[src/rtl/fp_pkg.sv]
// rtl/fp_pkg.sv - shared state, class codes and IEEE-754 constants for the divider back end
package fp_pkg;

    typedef enum logic [2:0] {
        ST_IDLE,
        ST_NORM,
        ST_DENORM,
        ST_ROUND,
        ST_DONE
    } fp_state_t;

    localparam logic [1:0] FP_CLS_NORM = 2'b00;
    localparam logic [1:0] FP_CLS_ZERO = 2'b01;
    localparam logic [1:0] FP_CLS_INF  = 2'b10;
    localparam logic [1:0] FP_CLS_NAN  = 2'b11;

    localparam int          FP_BIAS       = 127;
    localparam int          FP_EMAX       = 255;
    localparam int          FP_DENORM_MAX = 26;
    localparam logic [31:0] FP_QNAN       = 32'h7FC00000;

endpackage

[src/rtl/fp_round_rne.sv]
// rtl/fp_round_rne.sv - round-to-nearest-even on a 24-bit mantissa with guard and sticky
module fp_round_rne (
    input  logic [23:0] mant_in,
    input  logic        guard,
    input  logic        sticky,
    output logic [23:0] mant_out,
    output logic        carry,
    output logic        inexact
);

    logic round_up;

    assign round_up            = guard & (sticky | mant_in[0]);
    assign {carry, mant_out}   = {1'b0, mant_in} + {24'd0, round_up};
    assign inexact             = guard | sticky;

endmodule

[src/rtl/fp_div_norm_round.sv]
// rtl/fp_div_norm_round.sv - divider quotient normalise/round/pack stage; FP_SUBNORMAL_EN enables gradual underflow
module fp_div_norm_round
    import fp_pkg::*;
#(
    parameter int QW    = 32,
    parameter int EXP_W = 10
) (
    input  logic                    clk,
    input  logic                    clrn,
    input  logic                    in_valid,
    output logic                    in_ready,
    input  logic [QW-1:0]           quo,
    input  logic signed [EXP_W-1:0] exp_in,
    input  logic                    sign_in,
    input  logic [1:0]              cls_in,
    output logic                    out_valid,
    input  logic                    out_ready,
    output logic [31:0]             result,
    output logic                    ovf,
    output logic                    unf,
    output logic                    inexact
);

    localparam logic signed [EXP_W-1:0] E_ONE  = EXP_W'(1);
    localparam logic signed [EXP_W-1:0] E_ZERO = '0;
    localparam logic signed [EXP_W-1:0] E_MAX  = EXP_W'(FP_EMAX);

    fp_state_t              state;
    logic [QW-1:0]          q_r;
    logic signed [EXP_W-1:0] e_r;
    logic                   s_r;
    logic [1:0]             cls_r;

    logic signed [EXP_W-1:0] e_norm;
    logic signed [EXP_W-1:0] e_rnd;
    logic [23:0]            mant_raw;
    logic [23:0]            mant_rnd;
    logic                   guard;
    logic                   sticky;
    logic                   rnd_carry;
    logic                   rnd_inexact;

    logic [31:0]            res_n;
    logic                   ovf_n;
    logic                   unf_n;
    logic                   inx_n;

`ifdef FP_SUBNORMAL_EN
    localparam logic signed [EXP_W-1:0] E_DMAX = EXP_W'(FP_DENORM_MAX);

    logic                    stk_r;
    logic                    tiny_r;
    logic [4:0]              cnt_r;
    logic signed [EXP_W-1:0] sh;

    assign sh     = E_ONE - e_norm;
    assign sticky = (|q_r[QW-26:0]) | stk_r;
`else
    logic unused_hidden;

    assign unused_hidden = mant_rnd[23];
    assign sticky        = |q_r[QW-26:0];
`endif

    assign in_ready = (state == ST_IDLE);
    assign e_norm   = q_r[QW-1] ? e_r : e_r - E_ONE;
    assign mant_raw = q_r[QW-1 -: 24];
    assign guard    = q_r[QW-25];

    fp_round_rne u_rnd (
        .mant_in  (mant_raw),
        .guard    (guard),
        .sticky   (sticky),
        .mant_out (mant_rnd),
        .carry    (rnd_carry),
        .inexact  (rnd_inexact)
    );

    // A rounding carry leaves mant_rnd at zero, which is exactly the fraction of 1.0.
    assign e_rnd = rnd_carry ? e_r + E_ONE : e_r;

    always_comb begin
        res_n = '0;
        ovf_n = 1'b0;
        unf_n = 1'b0;
        inx_n = 1'b0;
        case (cls_r)
            FP_CLS_ZERO: res_n = {s_r, 31'd0};
            FP_CLS_INF:  res_n = {s_r, 8'hFF, 23'd0};
            FP_CLS_NAN:  res_n = FP_QNAN;
            default: begin
`ifdef FP_SUBNORMAL_EN
                if (tiny_r) begin
                    res_n = {s_r, 7'd0, mant_rnd[23], mant_rnd[22:0]};
                    unf_n = rnd_inexact;
                    inx_n = rnd_inexact;
                end else
`endif
                if (e_rnd >= E_MAX) begin
                    res_n = {s_r, 8'hFF, 23'd0};
                    ovf_n = 1'b1;
                    inx_n = 1'b1;
                end else if (e_rnd <= E_ZERO) begin
                    res_n = {s_r, 31'd0};
                    unf_n = 1'b1;
                    inx_n = 1'b1;
                end else begin
                    res_n = {s_r, e_rnd[7:0], mant_rnd[22:0]};
                    inx_n = rnd_inexact;
                end
            end
        endcase
    end

    always_ff @(posedge clk or negedge clrn) begin
        if (!clrn) begin
            state     <= ST_IDLE;
            q_r       <= '0;
            e_r       <= '0;
            s_r       <= 1'b0;
            cls_r     <= FP_CLS_NORM;
            result    <= '0;
            ovf       <= 1'b0;
            unf       <= 1'b0;
            inexact   <= 1'b0;
            out_valid <= 1'b0;
`ifdef FP_SUBNORMAL_EN
            stk_r     <= 1'b0;
            tiny_r    <= 1'b0;
            cnt_r     <= '0;
`endif
        end else begin
            case (state)
                ST_IDLE: begin
                    if (in_valid) begin
                        q_r   <= quo;
                        e_r   <= exp_in;
                        s_r   <= sign_in;
                        cls_r <= cls_in;
`ifdef FP_SUBNORMAL_EN
                        stk_r  <= 1'b0;
                        tiny_r <= 1'b0;
`endif
                        state <= ST_NORM;
                    end
                end
                ST_NORM: begin
                    q_r   <= q_r[QW-1] ? q_r : q_r << 1;
                    e_r   <= e_norm;
                    state <= ST_ROUND;
`ifdef FP_SUBNORMAL_EN
                    if (cls_r == FP_CLS_NORM && e_norm <= E_ZERO) begin
                        tiny_r <= 1'b1;
                        cnt_r  <= (sh > E_DMAX) ? 5'(FP_DENORM_MAX) : sh[4:0];
                        state  <= ST_DENORM;
                    end
`endif
                end
`ifdef FP_SUBNORMAL_EN
                ST_DENORM: begin
                    q_r   <= q_r >> 1;
                    stk_r <= stk_r | q_r[0];
                    cnt_r <= cnt_r - 5'd1;
                    if (cnt_r == 5'd1)
                        state <= ST_ROUND;
                end
`endif
                ST_ROUND: begin
                    result    <= res_n;
                    ovf       <= ovf_n;
                    unf       <= unf_n;
                    inexact   <= inx_n;
                    out_valid <= 1'b1;
                    state     <= ST_DONE;
                end
                ST_DONE: begin
                    if (out_ready) begin
                        out_valid <= 1'b0;
                        state     <= ST_IDLE;
                    end
                end
                default: state <= ST_IDLE;
            endcase
        end
    end

endmodule
[config.mk]
export PLATFORM = sky130hd
export DESIGN_NAME = fp_div_norm_round
export DESIGN_NICKNAME = d
export VERILOG_FILES = /design/src/rtl/fp_pkg.sv /design/src/rtl/fp_round_rne.sv /design/src/rtl/fp_div_norm_round.sv
export SDC_FILE = /design/constraint.sdc
export NUM_CORES = 1
export LEC_CHECK = 0
export CAP_MARGIN = 20
export CORE_ASPECT_RATIO = 2
export CORE_MARGIN = 2
export CORE_UTILIZATION = 45
export CTS_CLUSTER_DIAMETER = 50
export DETAILED_ROUTE_END_ITERATION = 10
export PLACE_DENSITY = 0.8
export SYNTH_ARGS = -nofsm -noshare
export SYNTH_HDL_FRONTEND = slang
export SYNTH_SLANG_ARGS = --single-unit
export TNS_END_PERCENT = 1
[constraint.sdc]
create_clock -name clk -period 2.9 [get_ports clk]
set_input_delay 0.58 -clock clk [delete_from_list [all_inputs] [get_ports clk]]
set_output_delay 0.58 -clock clk [all_outputs]
set_load 0.03 [all_outputs]
After elaboration in Yosys (flattened, before gate mapping)
Index checks and enable logic that the tools add are counted. W data, S select, Z words.

Word-level logic and storage cells: 61. Register bits after elaboration: 84. Input bits: 49. Output and inout port bits: 37.

Reduce and logical (&&, ||, !) cells: 10. Magnitude comparators: 2. $add $sub $neg: 3. Equality and inequality tests: 9. Multiplexer cells: 23. Bitwise gates (word level): 3.

Operators by type and width (count): $pmux W32 S3 (1); $mux W32 (2); $pmux W32 S2 (1); $mux W31 (2); $mux W10 (3); $add A24 B1 Y25 (1); $pmux W10 S2 (1); $pmux W3 S4 (1); $add A10 B2 Y10 const B (1); $ge A10 B9 Y1 const B (1); $le A10 B1 Y1 const B (1); $sub A10 B2 Y10 const B (1); $mux W1 (9); $reduce_and A2 Y1 (4); $reduce_or A7 Y1 (1); $mux W3 (2); $ne A2 B2 Y1 const B (3); $eq A2 B2 Y1 const B (2); $reduce_bool A2 Y1 (2); $eq A3 B1 Y1 const B (1); $eq A3 B2 Y1 const B (1); $eq A3 B3 Y1 const B (1); $logic_not A3 Y1 (1); $reduce_and A3 Y1 (1); 5 further kinds (6).

Logic depth before layout (Yosys ltp)
Depth after elaboration: 9. Mapped depth: 10. Mapped depth without buffers: 8.

Modules after synthesis
From an unflattened synthesis, not the netlist that was laid out.

Cells, all modules: 489. Area, all modules: 4553.1 um^2.

By module, submodules not included: fp_div_norm_round (seq. area each 2102.0 um^2, area each 4085.2 um^2, cells each 423, times used 1); fp_round_rne (seq. area each 0.0 um^2, area each 467.9 um^2, cells each 66, times used 1).

Worst setup path after synthesis
No wires, ideal clock.

Kind: register to register. Start: register q_r[14]. End: register result[16]. Buffers on the path: 4. Data required time: 2.808 ns. Library setup time: 0.092 ns. Slack: 0.304 ns. Stages on the path, launching flop included: 11. Clock period less this slack: 2.596 ns. Arrival time: 2.504 ns. Cells stage by stage: dfrtp_1 -> buf_2 -> nand4_2 -> or4_4 -> buf_6 -> nor3_1 -> xnor2_1 -> clkbuf_1 -> clkbuf_1 -> nand3_1 -> o31ai_2.

Longest elaborated chain between the ends: 6. Elaborated cells on any way between the ends: 7. Classes of those cells: 1 x add/sub; 2 x order compare; 4 x mux.

RTL lines: from (decl) (line fp_div_norm_round.sv:29) `logic [QW-1:0] q_r;`; from (signal assigned) (line fp_div_norm_round.sv:136) `q_r <= quo;`; from (signal assigned) (line fp_div_norm_round.sv:148) `q_r <= q_r[QW-1] ? q_r : q_r << 1;`; $add A24 B1 Y25 (*) (line fp_round_rne.sv:14) `assign {carry, mant_out} = {1'b0, mant_in} + {24'd0, round_up};`; $mux W10 (line fp_div_norm_round.sv:80) `assign e_rnd = rnd_carry ? e_r + E_ONE : e_r;`; $le A10 B1 Y1 (line fp_div_norm_round.sv:103) `end else if (e_rnd <= E_ZERO) begin`; $mux W31 (line fp_div_norm_round.sv:103); $mux W31 (*) (line fp_div_norm_round.sv:99) `if (e_rnd >= E_MAX) begin`; $pmux W32 S3 (*) (line fp_div_norm_round.sv:87) `case (cls_r)`; to (signal assigned) (line fp_div_norm_round.sv:169) `result <= res_n;`; to (decl) (line fp_div_norm_round.sv:18) `output logic [31:0] result,`.

Every way passes the cells marked *; elsewhere a longest branch is shown, timed or not. A chain may end at the register's enable or synchronous reset.

Final worst setup path
Start: register q_r[8]. End: register inexact.

Longest elaborated chain between the ends: 8. Elaborated cells on any way between the ends: 9. Classes of those cells: 1 x add/sub; 2 x order compare; 4 x mux; 2 x bitwise.

RTL lines: $or A1 B1 Y1 (line fp_round_rne.sv:13) `assign round_up = guard & (sticky | mant_in[0]);`; $and A1 B1 Y1 (line fp_round_rne.sv:13); $add A24 B1 Y25 (*) (line fp_round_rne.sv:14); $mux W10 (*) (line fp_div_norm_round.sv:80); $le A10 B1 Y1 (line fp_div_norm_round.sv:103); $mux W1 (line fp_div_norm_round.sv:103); $mux W1 (*) (line fp_div_norm_round.sv:99); $mux W1 (*) (line fp_div_norm_round.sv:87); to (signal assigned) (line fp_div_norm_round.sv:172) `inexact <= inx_n;`; to (decl) (line fp_div_norm_round.sv:21) `output logic inexact`.

Marks and branches as above.

==> flow_summary_export.csv <==
group,metric,value,unit
timing,clock_skew,0.00509,ns
clock_network,clockRootBuffer,"clkbuf_16",
floorplanning,dieHeight,150,um
drt,wire_per_inst,16.1,um
drt,routed_wl,12000,um
drt,drc,0,
yosys,synth.distinct_cells,55,
floorplanning,core_area,10500,um2
flow_run,maxCapViolations,0,
yosys,synth_ff_type,"dfrtp_1",
clock_network,ctsHtreeMaxLevel,3,
grt,gr-usage-all-layers,21.5,%
setup_path,worst-path-max-fanout,25,
clock_network,path_clk_slew,0.06,ns
clock_network,clkSinkCount,84,
yosys,synth_cells,539,
floorplanning,io_pins,86,
cells_and_area,nets,655,
timing,setup_tns,0,ns
power_and_ir_drop,vdd_drop_max,0.000562,V
grt,grt_pass1_vias,4172,
floorplanning,initial_utilization,46.0,%
grt,antenna_found_initial,0,
setup_path,crit_top_cell,"and2_1",
setup_path,slowest_delay,0.41,ns
clock_network,cts-buffers-inserted,9,
cells_and_area,final_cell_mix,"109 x nand2_1, 84 x dfrtp_1, 84 x clkdlybuf4s50_1",
timing,final-max-slew-violation-count,0,
setup_path,cpMaxStageDelayCell,"dfrtp_1",
setup_path,path_cells,"and2_1 -> ha_1 -> and4_1 -> and2_1 -> nand4_1 -> xnor2_1 -> a41o_4 -> o31a_1",
timing,rsz0062_at_grt,"no",
clock_network,clock_latency,0.34,ns
yosys,synth_nets,591,
timing,fin_crit_sh,91.8,%
clock_network,cts_tree,"yes",
timing,worstMarginPinSlew,0.752,ns
yosys,avgSynthCellArea,8.93,um2
yosys,synthArstFlopShare,100,%
cells_and_area,final_core_util,58.3,%
placement,portBuffers,85,
floorplanning,die_w,77.1,um
cells_and_area,syn_to_final_growth,26.9,%
grt,grt_start_max_net_pins,85,
setup_path,setup.worst_path.start_class,"flip-flop",
yosys,synthesis.area,4810,um2
setup_path,endpoint_kind,"flip-flop",
cells_and_area,antenna_cells,0,
drt,antenna_left,0,
drt,dr.pass1.iters,5,
worst_hold_path,hp-class,"input pin to async pin",
timing,finalHoldViolCount,0,
timing,fmax,376,MHz
yosys,ys_ff_latch,84,
yosys,ys_warn_count,0,
setup_path,cp.required,3.13,ns
grt,grt_overflow_total,0,
grt,grt_pass1_wl,20000,um
drt,drt-vias-per-instance,5.78,
clock_network,clockBufferDepth,2,
yosys,synth_edf_count,0,
setup_path,rrSetupSlack,0.24,ns
cells_and_area,final_common_cell,"nand2_1",
drt,drt_iter0_drc,314,
floorplanning,die-area,11600,um2
setup_path,r2r-end,"inexact$_DFFE_PN0P_",
setup_path,r2r_start,"q_r[8]$_DFFE_PN0P_",
status,outcome,"completed",
setup_path,r2r_cells,8,
timing,finalSetupViolCount,0,
timing,relSlewSlack,49.7,%
placement,gp_congestion,0.873,
floorplanning,rows,53,
drt,num_vias,4308,
timing,period_minus_slack,2.66,ns
setup_path,endpoint,"inexact$_DFFE_PN0P_",
power_and_ir_drop,power_leakage,0.00253,uW
cells_and_area,drive_above_1_share,10.9,%
power_and_ir_drop,powerDensity,1100,nW/um2
setup_path,path_class,"flip-flop to flip-flop",
setup_path,critical_path_arrival,2.89,ns
setup_path,cp-startpoint,"q_r[8]$_DFFE_PN0P_",
placement,hpwl,8920,um
yosys,seq_area_frac_synth,43.7,%
## per-stage QoR
stage / hold WS, ns / instances / setup WS, ns / instance area [um2] / power [uW]
2_1_floorplan: 0.284 / 539 / 0.304 / 4810 / 4470
3_3_place_gp: 0.453 / 728 / 0.243 / 5760 / 5450
3_5_place_dp: 0.465 / 728 / 0.156 / 5760 / 5580
4_1_cts: 0.460 / 744 / 0.149 / 6080 / 6770
5_1_grt: 0.256 / 745 / 0.0234 / 6110 / 7210
6_report: 0.217 / 745 / 0.237 / 6110 / 6750
## metal layers
layer / global-route usage, % / up-vias / share of wire (%)
li1: - / 2061 / -
met2: 38.9 / 149 / 54
met4: 8.93 / 0 / 2.6
met1: 24.9 / 2076 / 38
met5: 0 / - / 0
met3: 3.66 / 22 / 5.2
## flip-flops by register name (all words and copies together) (netlist names)
signal / cells
state: 3
inexact: 1
out_valid: 1
ovf: 1
s_r: 1
cls_r: 2
unf: 1
q_r: 32
result: 32
e_r: 10
## timing repair
action                     CTS  global route
gates resized for setup      0             4
hold endpoints to repair     0             0
hold buffers                 0             0
buffers inserted             0             0
setup endpoints to repair    0            21
## area by class of cell
cell class                 count  area [um2]
timing repair buffer         100         998
fill                         992        4370
clock inverter                 6        72.6
clock buffer                  10         239
multi-input combinational    398        2490
sequential                    84        2100
inverter                      10        37.5
tap                          137         171
## cell usage after synthesis (all sizes together) (2+ instances only)
| cell type | n | area share [%] |
|---|---|---|
| o22a | 7 | 1.3 |
| nand2 | 110 | 8.6 |
| o31a | 2 | 0.36 |
| a22oi | 33 | 5.1 |
| clkbuf | 38 | 3.0 |
| and2 | 4 | 0.52 |
| ha | 3 | 0.78 |
| mux2 | 3 | 0.70 |
| o2111ai | 7 | 1.3 |
| o221a | 2 | 0.47 |
| or4 | 3 | 0.55 |
| or2 | 3 | 0.39 |
| a21oi | 11 | 1.1 |
| xnor2 | 19 | 3.5 |
| nand3 | 31 | 3.2 |
| nor3 | 13 | 1.4 |
| xor2 | 12 | 2.2 |
| o31ai | 18 | 4.2 |
| nor2 | 34 | 2.8 |
| o21ai | 27 | 2.8 |
| buf | 9 | 1.5 |
| dfrtp | 84 | 44 |
| nor4 | 12 | 2.1 |
| a22o | 3 | 0.55 |
| a21o | 2 | 0.31 |
| inv | 10 | 0.78 |
| a2bb2oi | 2 | 0.36 |
| and3 | 3 | 0.39 |
| nand4 | 9 | 1.6 |
| and4 | 5 | 0.91 |
| a211oi | 7 | 1.1 |
| nand2b | 2 | 0.26 |
## where the power goes
part / switching (uW) / internal [uW] / total, uW
combinational: 1870 / 1320 / 3190
clock: 472 / 697 / 1170
sequential: 678 / 1710 / 2390
total: 3020 / 3730 / 6750
## worst max-delay path: cells and delay by family (launching register included)
kind                     cells  cell delay [ns]
XOR/XNOR                     1             0.22
AND/OR/NAND/NOR              4             1.00
adder cells (fa/ha/maj)      1             0.22
flip-flops                   1             0.41
AO/OA/AOI/OAI                2             0.69
## cells by family after synthesis
logic type	after synthesis	share of synthesized area (%)
adder cells (fa/ha/maj)	3	0.780
XOR/XNOR	31	5.64
multiplexers	4	0.910
buffers and inverters	57	5.20
AND/OR/NAND/NOR	232	23.2
AO/OA/AOI/OAI	128	20.6
flip-flops	84	43.7
## worst min path at each step
| stage | end | slack (ns) | cells after the start |
|---|---|---|---|
| 6_report | e_r[7]$_DFFE_PN0P_ | 0.22 | 1 |
| 5_1_grt | e_r[7]$_DFFE_PN0P_ | 0.26 | 1 |
| 4_1_cts | e_r[4]$_DFFE_PN0P_ | 0.46 | 1 |
| 3_5_place_dp | result[31]$_DFFE_PN0P_ | 0.47 | 2 |
| 3_3_place_gp | result[31]$_DFFE_PN0P_ | 0.45 | 2 |
| 2_1_floorplan | cls_r[0]$_DFFE_PN0P_ | 0.28 | 0 |
(Power assumes the default switching activity.)
